--- config.mk ---
export PLATFORM = sky130hd
export DESIGN_NAME = spi_txn_decoder
export DESIGN_NICKNAME = d
export VERILOG_FILES = /design/src/rtl/spi_txn_decoder.sv
export SDC_FILE = /design/constraint.sdc
export NUM_CORES = 1
export LEC_CHECK = 0
export ABC_AREA = 0
export CAP_MARGIN = 20
export CELL_PAD_IN_SITES_DETAIL_PLACEMENT = 0
export CELL_PAD_IN_SITES_GLOBAL_PLACEMENT = 1
export CORE_MARGIN = 4
export CORE_UTILIZATION = 47
export CTS_BUF_LIST = sky130_fd_sc_hd__clkbuf_4 sky130_fd_sc_hd__clkbuf_8 sky130_fd_sc_hd__clkbuf_16
export CTS_CLUSTER_DIAMETER = 100
export DETAILED_ROUTE_END_ITERATION = 7
export GPL_ROUTABILITY_DRIVEN = 0
export PLACE_DENSITY = 0.95
export SLEW_MARGIN = 10
export SYNTH_ARGS = -nofsm -noshare
export SYNTH_HDL_FRONTEND = slang
export SYNTH_SLANG_ARGS = --single-unit
--- constraint.sdc ---
create_clock -name mclk -period 5.9 [get_ports mclk]
set_input_delay 1.77 -clock mclk [delete_from_list [all_inputs] [get_ports mclk]]
set_output_delay 1.77 -clock mclk [all_outputs]
set_load 0.005 [all_outputs]
--- src/rtl/spi_txn_decoder.sv ---
// SPI transaction decoder: turns a chip-selected byte stream into {cmd, addr, len, trunc} records.
// Optional build macro SPI_TXN_READ_FILTER_EN: only read opcodes (0x03, 0x0B) produce records.
module spi_txn_decoder #(
  parameter int LEN_W = 16
) (
  input  logic             mclk,
  input  logic             reset,
  input  logic             spi_cs,
  input  logic             rx_strobe,
  input  logic [7:0]       rx_data,
  output logic             txn_valid,
  input  logic             txn_ready,
  output logic [7:0]       txn_cmd,
  output logic [23:0]      txn_addr,
  output logic [LEN_W-1:0] txn_len,
  output logic             txn_trunc,
  output logic [7:0]       drop_count
);

  typedef enum logic [2:0] {IDLE, CMD, ADDR, DUMMY, DATA} state_e;

  logic [2:0]       cs_sync_q, sync_vld_q;
  state_e           state_q, state_d;
  logic [7:0]       cmd_q, cmd_d;
  logic [23:0]      addr_q, addr_d;
  logic [LEN_W-1:0] len_q, len_d;
  logic [1:0]       acnt_q, acnt_d;

  logic             valid_q, valid_d, trunc_q, trunc_d;
  logic [7:0]       ocmd_q, ocmd_d, drop_q, drop_d;
  logic [23:0]      oaddr_q, oaddr_d;
  logic [LEN_W-1:0] olen_q, olen_d;

  logic cs_fall, cs_rise, rec_fire, rec_trunc, rec_pass;

  // sync_vld_q marks stages that hold a real pin sample rather than the reset value, so a CS
  // already low at reset release is not mistaken for a fresh falling edge.
  always_ff @(posedge mclk or negedge reset) begin
    if (!reset) begin
      cs_sync_q  <= 3'b111;
      sync_vld_q <= 3'b000;
    end else begin
      // NOTE: sequential state uses non-blocking assignments so every flop samples pre-edge values.
      cs_sync_q  <= {cs_sync_q[1:0], spi_cs};
      sync_vld_q <= {sync_vld_q[1:0], 1'b1};
    end
  end

  assign cs_fall = sync_vld_q[2] &  cs_sync_q[2] & ~cs_sync_q[1];
  assign cs_rise = sync_vld_q[2] & ~cs_sync_q[2] &  cs_sync_q[1];

  always_ff @(posedge mclk or negedge reset) begin
    if (!reset) begin
      state_q <= IDLE;
      cmd_q   <= '0;
      addr_q  <= '0;
      len_q   <= '0;
      acnt_q  <= '0;
    end else begin
      state_q <= state_d;
      cmd_q   <= cmd_d;
      addr_q  <= addr_d;
      len_q   <= len_d;
      acnt_q  <= acnt_d;
    end
  end

  always_comb begin
    // NOTE: every combinational output gets a default first so no path leaves it unassigned (no latch).
    state_d = state_q;
    cmd_d   = cmd_q;
    addr_d  = addr_q;
    len_d   = len_q;
    acnt_d  = acnt_q;
    if (rx_strobe) begin
      unique case (state_q)
        IDLE: ;
        CMD: begin
          cmd_d   = rx_data;
          state_d = (rx_data inside {8'h03, 8'h0B, 8'h02, 8'h20, 8'hD8}) ? ADDR : DATA;
        end
        ADDR: begin
          addr_d = {addr_q[15:0], rx_data};
          acnt_d = acnt_q + 2'd1;
          if (acnt_q == 2'd2) state_d = (cmd_q == 8'h0B) ? DUMMY : DATA;
        end
        DUMMY: state_d = DATA;
        DATA:  if (len_q != '1) len_d = len_q + LEN_W'(1);
      endcase
    end
    // The record is formed from the post-strobe view so a coincident final byte is included.
    rec_fire  = cs_rise && (state_d inside {ADDR, DUMMY, DATA});
    rec_trunc = (state_d == ADDR) || (state_d == DUMMY);
    if (cs_rise) state_d = IDLE;
    if (cs_fall) begin
      state_d = CMD;
      cmd_d   = '0;
      addr_d  = '0;
      len_d   = '0;
      acnt_d  = '0;
    end
  end

`ifdef SPI_TXN_READ_FILTER_EN
  assign rec_pass = (cmd_d == 8'h03) || (cmd_d == 8'h0B);
`else
  assign rec_pass = 1'b1;
`endif

  always_comb begin
    valid_d = valid_q;
    ocmd_d  = ocmd_q;
    oaddr_d = oaddr_q;
    olen_d  = olen_q;
    trunc_d = trunc_q;
    drop_d  = drop_q;
    if (valid_q && txn_ready) valid_d = 1'b0;
    if (rec_fire && rec_pass) begin
      if (!valid_q || txn_ready) begin
        valid_d = 1'b1;
        ocmd_d  = cmd_d;
        oaddr_d = addr_d;
        olen_d  = len_d;
        trunc_d = rec_trunc;
      end else if (drop_q != 8'hFF) begin
        drop_d = drop_q + 8'd1;
      end
    end
  end

  always_ff @(posedge mclk or negedge reset) begin
    if (!reset) begin
      valid_q <= 1'b0;
      ocmd_q  <= '0;
      oaddr_q <= '0;
      olen_q  <= '0;
      trunc_q <= 1'b0;
      drop_q  <= '0;
    end else begin
      valid_q <= valid_d;
      ocmd_q  <= ocmd_d;
      oaddr_q <= oaddr_d;
      olen_q  <= olen_d;
      trunc_q <= trunc_d;
      drop_q  <= drop_d;
    end
  end

  assign txn_valid  = valid_q;
  assign txn_cmd    = ocmd_q;
  assign txn_addr   = oaddr_q;
  assign txn_len    = olen_q;
  assign txn_trunc  = trunc_q;
  assign drop_count = drop_q;

endmodule
==> impl_results.md <==
* Net Sw Frac at 22.4%
* WS Path Type: input port to flip-flop
* Slew @ Worst Pin at 0.999 ns
* LEAKAGE at 0.00287 uW
* Worst Setup End Kind: flip-flop
* RSZ-0062 raised after global routing: false
* Ant. Diodes at 0
* Die extent in x at about 110 um
* Most frequent cells after synthesis: dfrtp_1 (114), nand2_1 (75), a21oi_1 (34)
* Core Box Area at 10300 um^2
* Vias in the first global route at 3639
* Synth unique cells at between 40 and 50
* Share of cells above drive strength 1 at a little under a fifth
* Post-synth top area share at 57.2%
* Run status: finished, final reports clean
* Sequential share of the synthesized area at between 50% and 60%
* GRT busiest layer: met2
* Initial core utilization at 48.3%
* Grt ovf at 0
* Vias at 3402
* Startpoint types: input port
* Most area-hungry cell type in the Yosys netlist: dfrtp_1
* Cell Pwr Density at 335 nW/um^2
* Pin count of the biggest net entering global routing at 76
* Row cnt at 37
* Fin util at a little over 60%
* Syn Inst Count at 427
* Hold Vio Cnt, Final at 0
* Total CTS buffers at 17
* Crit path cell chain: clkdlybuf4s50_1 -> or4_1 -> o21ai_0 -> a21oi_2 -> mux2i_4 -> nor2_4 -> buf_12 -> mux2_2
* Worst Skew at 0.00967 ns
* Slew Viols, Final at 0
* GR Layer Usage met2 at 28.7%
* Max Freq at 229 MHz
* First-pass GRT wire length at approximately 18000 um
* Average wire per standard cell at 15.7 um
* Syn. warnings at 0
* Hpwl dp at 6770 um
* GR met3 Demand/Resource at 4.69%
* Slowest-stage cell, CP: or4_1
* Tot Pwr at roughly 2200 uW
* Remaining DRCs at 0
* Clock transition at the registers of the reported paths at around 0.060 ns
* DRT iter0 DRCs at 211
* Die Height at 111 um
* CTS Hold Bufs at 0
* Primary FF master, synth: dfrtp_1
* Register bit total from synthesis at 117
* Die area at 12300 um^2
* Min Tclk post-route at 4.37 ns
* Final wirelength at roughly 10000 um
* DRT Pass-1 Iters at 4
* Ports at 71
* Worst path max stage delay at 0.57 ns
* Synth async-reset ratio at 100%
* # resized after CTS at 0
* Setup ws final at 1.53 ns
* Initial antenna violation count at 0
* Comb pwr share at 10.5%
* Int Power at 1670 uW
* Number of flops mapped to enable cells by yosys at 0
* TritonCTS clock tree: done
* Placement Setup Slack at 1.03 ns
* Clock Latency Late Sink at between 0.5 and 0.6 ns
* Via/cell ratio at 5.22
* Worst rel slew slack at 33.2%
* TNS Setup at 0 ns
* Final hold slack at 0.351 ns
* Critical path arrival at between 4 and 5 ns
* Max Root-Sink Buffers at 2
* Max FO, Critical Path at 32
* Synth Cell Area at 4990 um^2
* Growth of design area from synthesis to finish at 29.1%
* GRT met1 Usage at 22.5%
* Critical Path RT at 6.29 ns
* Peak VDD IR at 213 uV
* FILL cells at 796
* Root Driver: clkbuf_8
* Top post-synthesis cells by area: dfrtp_1 (57%), mux2_2 (6.5%), mux2_4 (6.0%), nand2_1 (5.6%), a21oi_1 (3.4%)
* Mapped Nets at 443
* Nets at 519
* IO Port Bufs at 70
* Post-route antenna net violation count at 0
* Clock net sink count at 117
* Count of final setup violators at 0
* Most common cell in the netlist: dfrtp_1
* NetSw at around 480 uW
* Postcts setup bufs at 0
* Worst min path class: flip-flop to flip-flop
* Mean Syn Cell Area at 11.7 um^2
* GR Util All Layers at 17.6%
* Flop pwr share at 41.8%
* Fin crit share at 74.0%
* H-tree depth at 4
* Clock share of power at between 40% and 50%
* Number of max-cap violations at 0
layer usage:
layer / routed length [um] / up-vias / share of wire (%)
li1: - / 1640 / -
met4: 159 / 0 / 1.6
met3: 377 / 15 / 3.7
met1: 4540 / 1670 / 44
met5: 0 / - / 0
met2: 5160 / 77 / 50
placed cells by master, fill, tap and decap left out, types with 4 or more instances in the layout:
cell / n
clkdlybuf4s50_1: 69
xnor2_1: 4
clkbuf_8: 4
nand3_1: 12
nand2_1: 75
nand4_1: 7
nor2_1: 24
nand2b_1: 5
clkinv_2: 4
xor2_1: 14
nor3_1: 6
a21oi_1: 34
mux2_2: 29
mux2_4: 20
clkbuf_16: 16
o21ai_0: 6
dfrtp_1: 114
inv_1: 5
a31oi_1: 5
and3_1: 4
state kept, by name, summed over array words and instances, names as in the netlist:
register,flops
txn_trunc,1
cmd_q,8
txn_valid,1
len_q,16
cs_sync_q,3
txn_addr,24
drop_count,8
txn_len,16
acnt_q,2
txn_cmd,8
state_q,3
addr_q,24
sync_vld_q,3
through the flow:
step | cell area (um^2) | cells
after detailed placement | 5820 | 619
after CTS | 6420 | 651
after floorplan | 4990 | 427
final | 6440 | 652
after global routing | 6440 | 652
after global placement | 5820 | 619
cell families (layout without fill, tap and decap cells):
group	count (synthesis)	count (layout)	share of synthesized area, %
XOR/XNOR	18	18	3.16
flip-flops	117	117	58.8
multiplexers	52	52	13.4
adder cells (fa/ha/maj)	3	3	0.753
AO/OA/AOI/OAI	58	58	6.75
other	1	1	0.0752
AND/OR/NAND/NOR	156	156	14.9
buffers and inverters	22	111	2.16
cell type report:
cell class	instances	area (um^2)	share of cell area [%]
flip-flops and latches	117	2930	45.5
multi-input cells	288	1960	30.5
repair buffers	74	753	11.7
clock buffers	23	478	7.42
well taps	136	170	2.64
clock inverters	9	125	1.94
inverters	5	18.8	0.291
path summary, 6_finish.rpt:
check / from / depth (start not counted) / slack (ns) / to
max in group asynchronous: reset / 2 / 3.45 / addr_q[5]
setup / recovery: rx_data[4] / 8 / 1.53 / txn_cmd[6]
hold / removal: sync_vld_q[0] / 0 / 0.35 / sync_vld_q[1]
setup reg to reg: cmd_q[4] / 8 / 2.92 / txn_cmd[6]
min in group asynchronous: reset / 1 / 1.38 / sync_vld_q[1]
hold reg to reg: sync_vld_q[0] / 0 / 0.35 / sync_vld_q[1]
critical path: cells and delay by family:
kind / cells / cell delay [ns]
muxes: 2 / 0.65
and+or+nand+nor: 2 / 1.12
AOI/OAI and AO/OA: 2 / 0.39
buffers and inverters: 2 / 0.79
power groups by stage:
stage / combinational [uW] / sequential (uW) / clock [uW]
after floorplan: 109 / 907 / 0
after global placement: 218 / 912 / 0
after global routing: 249 / 912 / 1080
after detailed placement: 226 / 913 / 0
after CTS: 230 / 902 / 1040
final: 227 / 902 / 1030
Power figures use the tool's default switching activity.
